File: src/rtl/hack_bist_pkg.sv
`default_nettype none
// ============================================================================
// Module   : hack_bist_pkg
// Purpose  : Shared constants, result record and NAND-composed gate models
//            for the gate-library BIST engine. Optional: GATE_BIST_MUX8_EN.
// Revision : 1.0  initial release
// ============================================================================
package hack_bist_pkg;

   localparam logic [1:0] ST_IDLE  = 2'd0;
   localparam logic [1:0] ST_RUN   = 2'd1;
   localparam logic [1:0] ST_DRAIN = 2'd2;
   localparam logic [1:0] ST_DONE  = 2'd3;

   localparam logic [15:0] LFSR_SEED = 16'hACE1;
   localparam logic [15:0] LFSR_TAPS = 16'hB400;
   localparam logic [15:0] OP_XOR_C  = 16'hA5A5;
   localparam logic [15:0] OP_XOR_G  = 16'h00FF;

   localparam int FM_NOT16  = 0;
   localparam int FM_AND16  = 1;
   localparam int FM_OR16   = 2;
   localparam int FM_MUX16  = 3;
   localparam int FM_OR8WAY = 4;
   localparam int FM_MUX4   = 5;
   localparam int FM_MUX8   = 6;
   localparam int FM_DMUX   = 7;

   typedef struct packed {
      logic [15:0] not_o;
      logic [15:0] and_o;
      logic [15:0] or_o;
      logic [15:0] mux_o;
      logic        or8_o;
      logic [15:0] mux4_o;
`ifdef GATE_BIST_MUX8_EN
      logic [15:0] mux8_o;
      logic [7:0]  dmux8_o;
`endif
      logic [3:0]  dmux4_o;
   } res_t;

   // Every gate below is built only from NAND so it is independent of the
   // operator-based golden model it is checked against.
   function automatic logic [15:0] nand16(input logic [15:0] x, input logic [15:0] y);
      return ~(x & y);
   endfunction
   function automatic logic [15:0] not16(input logic [15:0] x);
      return nand16(x, x);
   endfunction
   function automatic logic [15:0] and16(input logic [15:0] x, input logic [15:0] y);
      return not16(nand16(x, y));
   endfunction
   function automatic logic [15:0] or16(input logic [15:0] x, input logic [15:0] y);
      return nand16(not16(x), not16(y));
   endfunction
   function automatic logic [15:0] mux16(input logic [15:0] x, input logic [15:0] y,
                                         input logic s);
      return nand16(nand16(x, not16({16{s}})), nand16(y, {16{s}}));
   endfunction
   function automatic logic nand1(input logic x, input logic y);
      return ~(x & y);
   endfunction
   function automatic logic and1(input logic x, input logic y);
      return nand1(nand1(x, y), nand1(x, y));
   endfunction
   function automatic logic or1(input logic x, input logic y);
      return nand1(nand1(x, x), nand1(y, y));
   endfunction
   function automatic logic or8way(input logic [7:0] x);
      logic r;
      r = 1'b0;
      for (int i = 0; i < 8; i++) r = or1(r, x[i]);
      return r;
   endfunction
   function automatic logic [15:0] mux4way16(input logic [15:0] a, input logic [15:0] b,
                                             input logic [15:0] c, input logic [15:0] d,
                                             input logic [1:0] s);
      return mux16(mux16(a, b, s[0]), mux16(c, d, s[0]), s[1]);
   endfunction
   function automatic logic [15:0] mux8way16(input logic [15:0] a, input logic [15:0] b,
                                             input logic [15:0] c, input logic [15:0] d,
                                             input logic [15:0] e, input logic [15:0] f,
                                             input logic [15:0] g, input logic [15:0] h,
                                             input logic [2:0] s);
      return mux16(mux4way16(a, b, c, d, s[1:0]), mux4way16(e, f, g, h, s[1:0]), s[2]);
   endfunction
   function automatic logic [1:0] dmux2(input logic x, input logic s);
      return {and1(x, s), and1(x, nand1(s, s))};
   endfunction
   function automatic logic [3:0] dmux4way(input logic x, input logic [1:0] s);
      logic [1:0] t;
      t = dmux2(x, s[1]);
      return {dmux2(t[1], s[0]), dmux2(t[0], s[0])};
   endfunction
   function automatic logic [7:0] dmux8way(input logic x, input logic [2:0] s);
      logic [1:0] t;
      t = dmux2(x, s[2]);
      return {dmux4way(t[1], s[1:0]), dmux4way(t[0], s[1:0])};
   endfunction

endpackage
`default_nettype wire

File: src/rtl/lfsr16.sv
`default_nettype none
// ============================================================================
// Module   : lfsr16
// Purpose  : 16-bit Galois LFSR stimulus source, reloadable with the seed.
// Revision : 1.0  initial release
// ============================================================================
module lfsr16
   import hack_bist_pkg::*;
(
   input  logic        clk,
   input  logic        reset,
   input  logic        load,
   input  logic        step,
   output logic [15:0] q
);

   always_ff @(posedge clk) begin
      if (reset || load) begin
         q <= LFSR_SEED;
      end else if (step) begin
         q <= {1'b0, q[15:1]} ^ (q[0] ? LFSR_TAPS : 16'h0000);
      end
   end

endmodule
`default_nettype wire

File: src/rtl/gate_bist.sv
`default_nettype none
// ============================================================================
// Module   : gate_bist
// Purpose  : Self-test engine comparing NAND-built gates against golden
//            operators. Optional macro GATE_BIST_MUX8_EN adds the 8-way parts.
// Revision : 1.0  initial release
// ============================================================================
module gate_bist
   import hack_bist_pkg::*;
#(
   parameter int NUM_VECTORS = 1024,
   parameter int FAIL_STOP   = 1
) (
   input  logic        clk,
   input  logic        reset,
   input  logic        start,
   input  logic        inject_en,
   input  logic [15:0] inject_vec,
   output logic        busy,
   output logic        done,
   output logic        pass,
   output logic [15:0] fail_vec,
   output logic [7:0]  fail_mask
);

   localparam logic [15:0] LAST_IDX = 16'(NUM_VECTORS - 1);

   logic [1:0]  state;
   logic [15:0] vec_idx;
   logic [15:0] lfsr_q;
   logic        issue;
   logic        launch;
   logic        s0_vld;
   logic [15:0] s0_w;
   logic [15:0] s0_idx;
   logic        s1_vld;
   logic [15:0] s1_idx;
   res_t        gold;
   res_t        dut;
   res_t        s1_gold;
   res_t        s1_dut;
   logic        inj;
   logic [7:0]  mism;

   assign issue  = (state == ST_RUN);
   assign launch = start && ((state == ST_IDLE) || (state == ST_DONE));

   lfsr16 u_lfsr (
      .clk   (clk),
      .reset (reset),
      .load  (launch),
      .step  (issue),
      .q     (lfsr_q)
   );

   logic [15:0]       op_a, op_b, op_c, op_d;
   logic [3:0][15:0]  m4_src;
   assign op_a   = s0_w;
   assign op_b   = {s0_w[7:0], s0_w[15:8]};
   assign op_c   = s0_w ^ OP_XOR_C;
   assign op_d   = ~s0_w;
   assign m4_src = {op_d, op_c, op_b, op_a};
`ifdef GATE_BIST_MUX8_EN
   logic [15:0]       op_e, op_f, op_g, op_h;
   logic [7:0][15:0]  m8_src;
   assign op_e   = {s0_w[12:0], s0_w[15:13]};
   assign op_f   = {s0_w[8:0], s0_w[15:9]};
   assign op_g   = s0_w ^ OP_XOR_G;
   assign op_h   = s0_w + 16'd1;
   assign m8_src = {op_h, op_g, op_f, op_e, op_d, op_c, op_b, op_a};
`endif

   always_comb begin
      gold                     = '0;
      gold.not_o               = ~op_a;
      gold.and_o               = op_a & op_b;
      gold.or_o                = op_a | op_c;
      gold.mux_o               = s0_idx[0] ? op_b : op_a;
      gold.or8_o               = |op_a[7:0];
      gold.mux4_o              = m4_src[s0_idx[1:0]];
      gold.dmux4_o[s0_idx[1:0]] = s0_w[0];
`ifdef GATE_BIST_MUX8_EN
      gold.mux8_o              = m8_src[s0_idx[2:0]];
      gold.dmux8_o[s0_idx[2:0]] = s0_w[0];
`endif
   end

   always_comb begin
      dut         = '0;
      dut.not_o   = not16(op_a);
      dut.and_o   = and16(op_a, op_b);
      dut.or_o    = or16(op_a, op_c);
      dut.mux_o   = mux16(op_a, op_b, s0_idx[0]);
      dut.or8_o   = or8way(op_a[7:0]);
      dut.mux4_o  = mux4way16(op_a, op_b, op_c, op_d, s0_idx[1:0]);
      dut.dmux4_o = dmux4way(s0_w[0], s0_idx[1:0]);
`ifdef GATE_BIST_MUX8_EN
      dut.mux8_o  = mux8way16(op_a, op_b, op_c, op_d, op_e, op_f, op_g, op_h, s0_idx[2:0]);
      dut.dmux8_o = dmux8way(s0_w[0], s0_idx[2:0]);
`endif
   end

   assign inj = inject_en && (s1_idx == inject_vec);

   always_comb begin
      mism            = '0;
      mism[FM_NOT16]  = (s1_dut.not_o ^ {15'd0, inj}) != s1_gold.not_o;
      mism[FM_AND16]  = s1_dut.and_o  != s1_gold.and_o;
      mism[FM_OR16]   = s1_dut.or_o   != s1_gold.or_o;
      mism[FM_MUX16]  = s1_dut.mux_o  != s1_gold.mux_o;
      mism[FM_OR8WAY] = s1_dut.or8_o  != s1_gold.or8_o;
      mism[FM_MUX4]   = s1_dut.mux4_o != s1_gold.mux4_o;
      mism[FM_DMUX]   = s1_dut.dmux4_o != s1_gold.dmux4_o;
`ifdef GATE_BIST_MUX8_EN
      mism[FM_MUX8]   = s1_dut.mux8_o != s1_gold.mux8_o;
      mism[FM_DMUX]   = mism[FM_DMUX] || (s1_dut.dmux8_o != s1_gold.dmux8_o);
`endif
      if (!s1_vld) mism = '0;
   end

   always_ff @(posedge clk) begin
      if (reset) begin
         state     <= ST_IDLE;
         vec_idx   <= '0;
         busy      <= 1'b0;
         done      <= 1'b0;
         pass      <= 1'b0;
         fail_vec  <= '0;
         fail_mask <= '0;
         s0_vld    <= 1'b0;
         s1_vld    <= 1'b0;
      end else begin
         s0_vld  <= issue;
         s0_w    <= lfsr_q;
         s0_idx  <= vec_idx;
         s1_vld  <= s0_vld;
         s1_idx  <= s0_idx;
         s1_gold <= gold;
         s1_dut  <= dut;
         case (state)
            ST_IDLE, ST_DONE: begin
               if (start) begin
                  state     <= ST_RUN;
                  vec_idx   <= '0;
                  busy      <= 1'b1;
                  done      <= 1'b0;
                  pass      <= 1'b0;
                  fail_vec  <= '0;
                  fail_mask <= '0;
               end
            end
            ST_RUN: begin
               if (vec_idx == LAST_IDX) state <= ST_DRAIN;
               else                     vec_idx <= vec_idx + 16'd1;
            end
            default: ;
         endcase
         // Compare stage: overrides the sequencing above when the run ends here.
         if (s1_vld) begin
            if (mism != 8'h00) begin
               fail_mask <= fail_mask | mism;
               if (fail_mask == 8'h00) fail_vec <= s1_idx;
            end
            if (((mism != 8'h00) && (FAIL_STOP != 0)) || (s1_idx == LAST_IDX)) begin
               state  <= ST_DONE;
               busy   <= 1'b0;
               done   <= 1'b1;
               pass   <= ((fail_mask | mism) == 8'h00);
               s0_vld <= 1'b0;
               s1_vld <= 1'b0;
            end
         end
      end
   end

endmodule
`default_nettype wire
File: config.mk
export PLATFORM = sky130hd
export DESIGN_NAME = gate_bist
export DESIGN_NICKNAME = d
export VERILOG_FILES = /design/src/rtl/hack_bist_pkg.sv /design/src/rtl/lfsr16.sv /design/src/rtl/gate_bist.sv
export SDC_FILE = /design/constraint.sdc
export NUM_CORES = 1
export LEC_CHECK = 0
export CORE_MARGIN = 8
export CORE_UTILIZATION = 35
export CTS_CLUSTER_SIZE = 24
export DETAILED_ROUTE_END_ITERATION = 10
export PLACE_DENSITY = 0.55
export SETUP_SLACK_MARGIN = 0.2
export SKIP_CTS_REPAIR_TIMING = 1
export SYNTH_ARGS = -nofsm -noshare
export SYNTH_HDL_FRONTEND = slang
export SYNTH_SLANG_ARGS = --single-unit
File: constraint.sdc
create_clock -name clk -period 3.7 [get_ports clk]
set_input_delay 0.925 -clock clk [delete_from_list [all_inputs] [get_ports clk]]
set_output_delay 0.925 -clock clk [all_outputs]
set_load 0.05 [all_outputs]
==> results.cfg <==
[status]
outcome = finished, final reports clean

[routing]
drtIter0Drc = 298
vias = 3542
drt-wirelength-per-cell_um = 14.85
first_pass_iters = 4
drt_wl_total_mm = 11.00
ant_nets = 0
vias_per_cell = 4.780
drc_errors = 0

[setup_path]
crit_family = buffers and inverters
worstPathArrival_ns = 2.90
slowest_stage = clkdlybuf4s50_1
slowest_delay_ns = 0.41
r2r-end = vec_idx[14]
worstPathCellList = clkdlybuf4s50_1 -> xor2_1 -> nor4_2 -> nand4_2 -> o32ai_4 -> buf_4 -> mux2i_1
crit_type = in2reg
path_buf_inv = 2
path_max_fanout = 16
rrSetupSlack_ns = 1.23
rr_worst_depth = 6
r2r_start = vec_idx[0]
start_kind = input port
endpoint_kind = register
worst_ep_required_time_ns = 4.03

[logic_synthesis]
ys_seq_area_share_pct = 60.50
synthArstFlopShare_pct = 0
synth_edf_count = 70
syn_inst = 461
synth-main-ff-cell = edfxtp_1
netlist_area_um2 = 5559
syn-mean-instance-area_um2 = 12.06
synth.distinct_cells = 54
synth_area_leaders = edfxtp_1 (38%), dfxtp_1 (23%), mux2i_1 (5.4%)
yosys_register_bits = 133
yosys.area.top_type = edfxtp_1
synth_fp_nets = 484
synth_top_area_share_pct = 37.81
yosys_warnings = 0

[timing]
setup_slack_ns = 1.130
slew_headroom_pct = 40.57
fin_setup_tns_ns = 0
min_period_ns = 2.570
post-route-period-util_pct = 69.47
rsz0062_at_grt = no
max_freq_ghz = 0.3891
setup_viol = 0
clock_skew_ns = 0.005439
slew_violations = 0
worst_pin_slew_ns = 0.8915
final_hold_viol_count = 0

[floorplanning]
rows = 46
die_w_um = 142.0
initial_core_util_pct = 35.38
coreArea_um2 = 15710
io_pins = 47
die_area_um2 = 20170
die_h_um = 142.0

[finish]
drive_gt1_share_pct = 11.24
antenna_cells = 0
layout.nets = 535
final_common_cell = edfxtp_1
fin_area_um2 = 6789
utilization_pct = 43.21
area_delta_synth_final_pct = 22.12
final_cell_mix = edfxtp_1 (70), dfxtp_1 (63), clkdlybuf4s50_1 (46), nand2_1 (36), nor2_1 (34)

[power]
power.total_uw = 3497
power_density_nw_per_um2 = 515.2
peakVddDrop_uv = 379.8
p_leak_uw = 0.002346

[placement]
portBuffers = 46
place_ws_ns = 0.6789
placedInstanceArea_um2 = 6245
finalWeightedCongestion = 0.7695
dp_hpwl_mm = 7.655

[clocking]
cts_buffer_depth = 2
clock-sinks = 133
cts_tree = built
cts.htree.levels = 4
numCtsBuffers = 17
worstSkewPairLatency_ns = 0.41
cts-root-buf = clkbuf_16
clkTransAtPathRegs_ns = 0.05

[global_route]
grt_pass1_vias = 3510
antenna_found_initial = 0
grt_pass1_wl_mm = 18.08
track_usage_pct = 11.35
grt_max_degree = 68
grt_overflow = 0

[hold_path]
min_to = s1_idx[11]
hold_start = s0_idx[11]
hold-path-cell-count = 0
hold_path.class = reg2reg

[job]
max-cap-violations = 0
## stage by stage
stage | std cells | hold slack (ns)
global placement | 709 | 0.4057
CTS | 741 | 0.4228
detailed placement | 709 | 0.4099
global route | 741 | 0.4248
floorplan | 461 | 0.4003
finish | 741 | 0.4193
## worst max path at each step
stage	startpoint	end	cells after the start
finish	inject_vec[14]	fail_vec[6]	7
global route	inject_vec[14]	fail_vec[11]	7
CTS	fail_mask[0]	fail_mask[0]	1
detailed placement	inject_vec[14]	fail_vec[6]	7
global placement	inject_vec[14]	fail_vec[6]	7
floorplan	reset	op_a[0]	2
## sequential cells by signal, summed over array words and instances, names as in the netlist
| signal | flops |
|---|---|
| s0_idx | 16 |
| pass | 1 |
| state | 2 |
| done | 1 |
| s1_gold | 13 |
| s1_vld | 1 |
| vec_idx | 16 |
| op_a | 12 |
| fail_mask | 8 |
| s1_dut | 13 |
| busy | 1 |
| s0_vld | 1 |
| s1_idx | 16 |
| fail_vec | 16 |
| u_lfsr.q | 16 |
## layer usage
| metal | track usage (%) | up-vias | share of wire, % |
|---|---|---|---|
| li1 | - | 1796 | - |
| met1 | 15.09 | 1680 | 50 |
| met2 | 16.94 | 57 | 45 |
| met3 | 2.952 | 9 | 3.7 |
| met4 | 5.201 | 0 | 1.2 |
| met5 | 0 | - | 0 |
## where the power goes
group	internal (µW)	switching, µW
clock network	935	585
logic	122	179
registers	1620	53.0
## cell families after synthesis
| logic type | after synthesis | share of synthesized area, % |
|---|---|---|
| mux | 33 | 6.054 |
| compound gates | 74 | 9.948 |
| buf+inv | 35 | 2.723 |
| fa+ha+maj | 3 | 0.6753 |
| simple gates | 142 | 13.64 |
| flops | 133 | 60.50 |
| xor+xnor | 41 | 6.460 |
## worst register-to-register path, stage by stage (launching register included)
cell and delay, ns:
dfxtp_1 0.41, ha_1 0.24, nor4bb_1 0.45, and3_1 0.55
a21oi_1 0.23, nand4_1 0.16, mux2_1 0.33
## area by class of cell
cell class	instances	area [µm²]
well taps	216	270.3
flip-flops and latches	133	3363
multi-input cells	293	2044
repair buffers	53	513.0
clock buffers	24	496.7
inverters	14	53.80
clock inverters	8	47.55
fillers	1453	8924
## cells in the mapped netlist, types with 4 or more instances
master     count
edfxtp_1      70
a21oi_1       26
xnor2_1       21
o21ai_0        8
nor4_2         4
nor4_1         5
xor2_1        20
clkbuf_1      16
and3_1         8
nand4_1        8
o211a_1        6
a2111oi_2      5
nor2_1        34
nand3_1       23
a211oi_1      13
inv_1         14
mux2i_1       30
nand2_1       36
dfxtp_1       63
nor2b_1        5
Power figures use the tool's default switching activity.
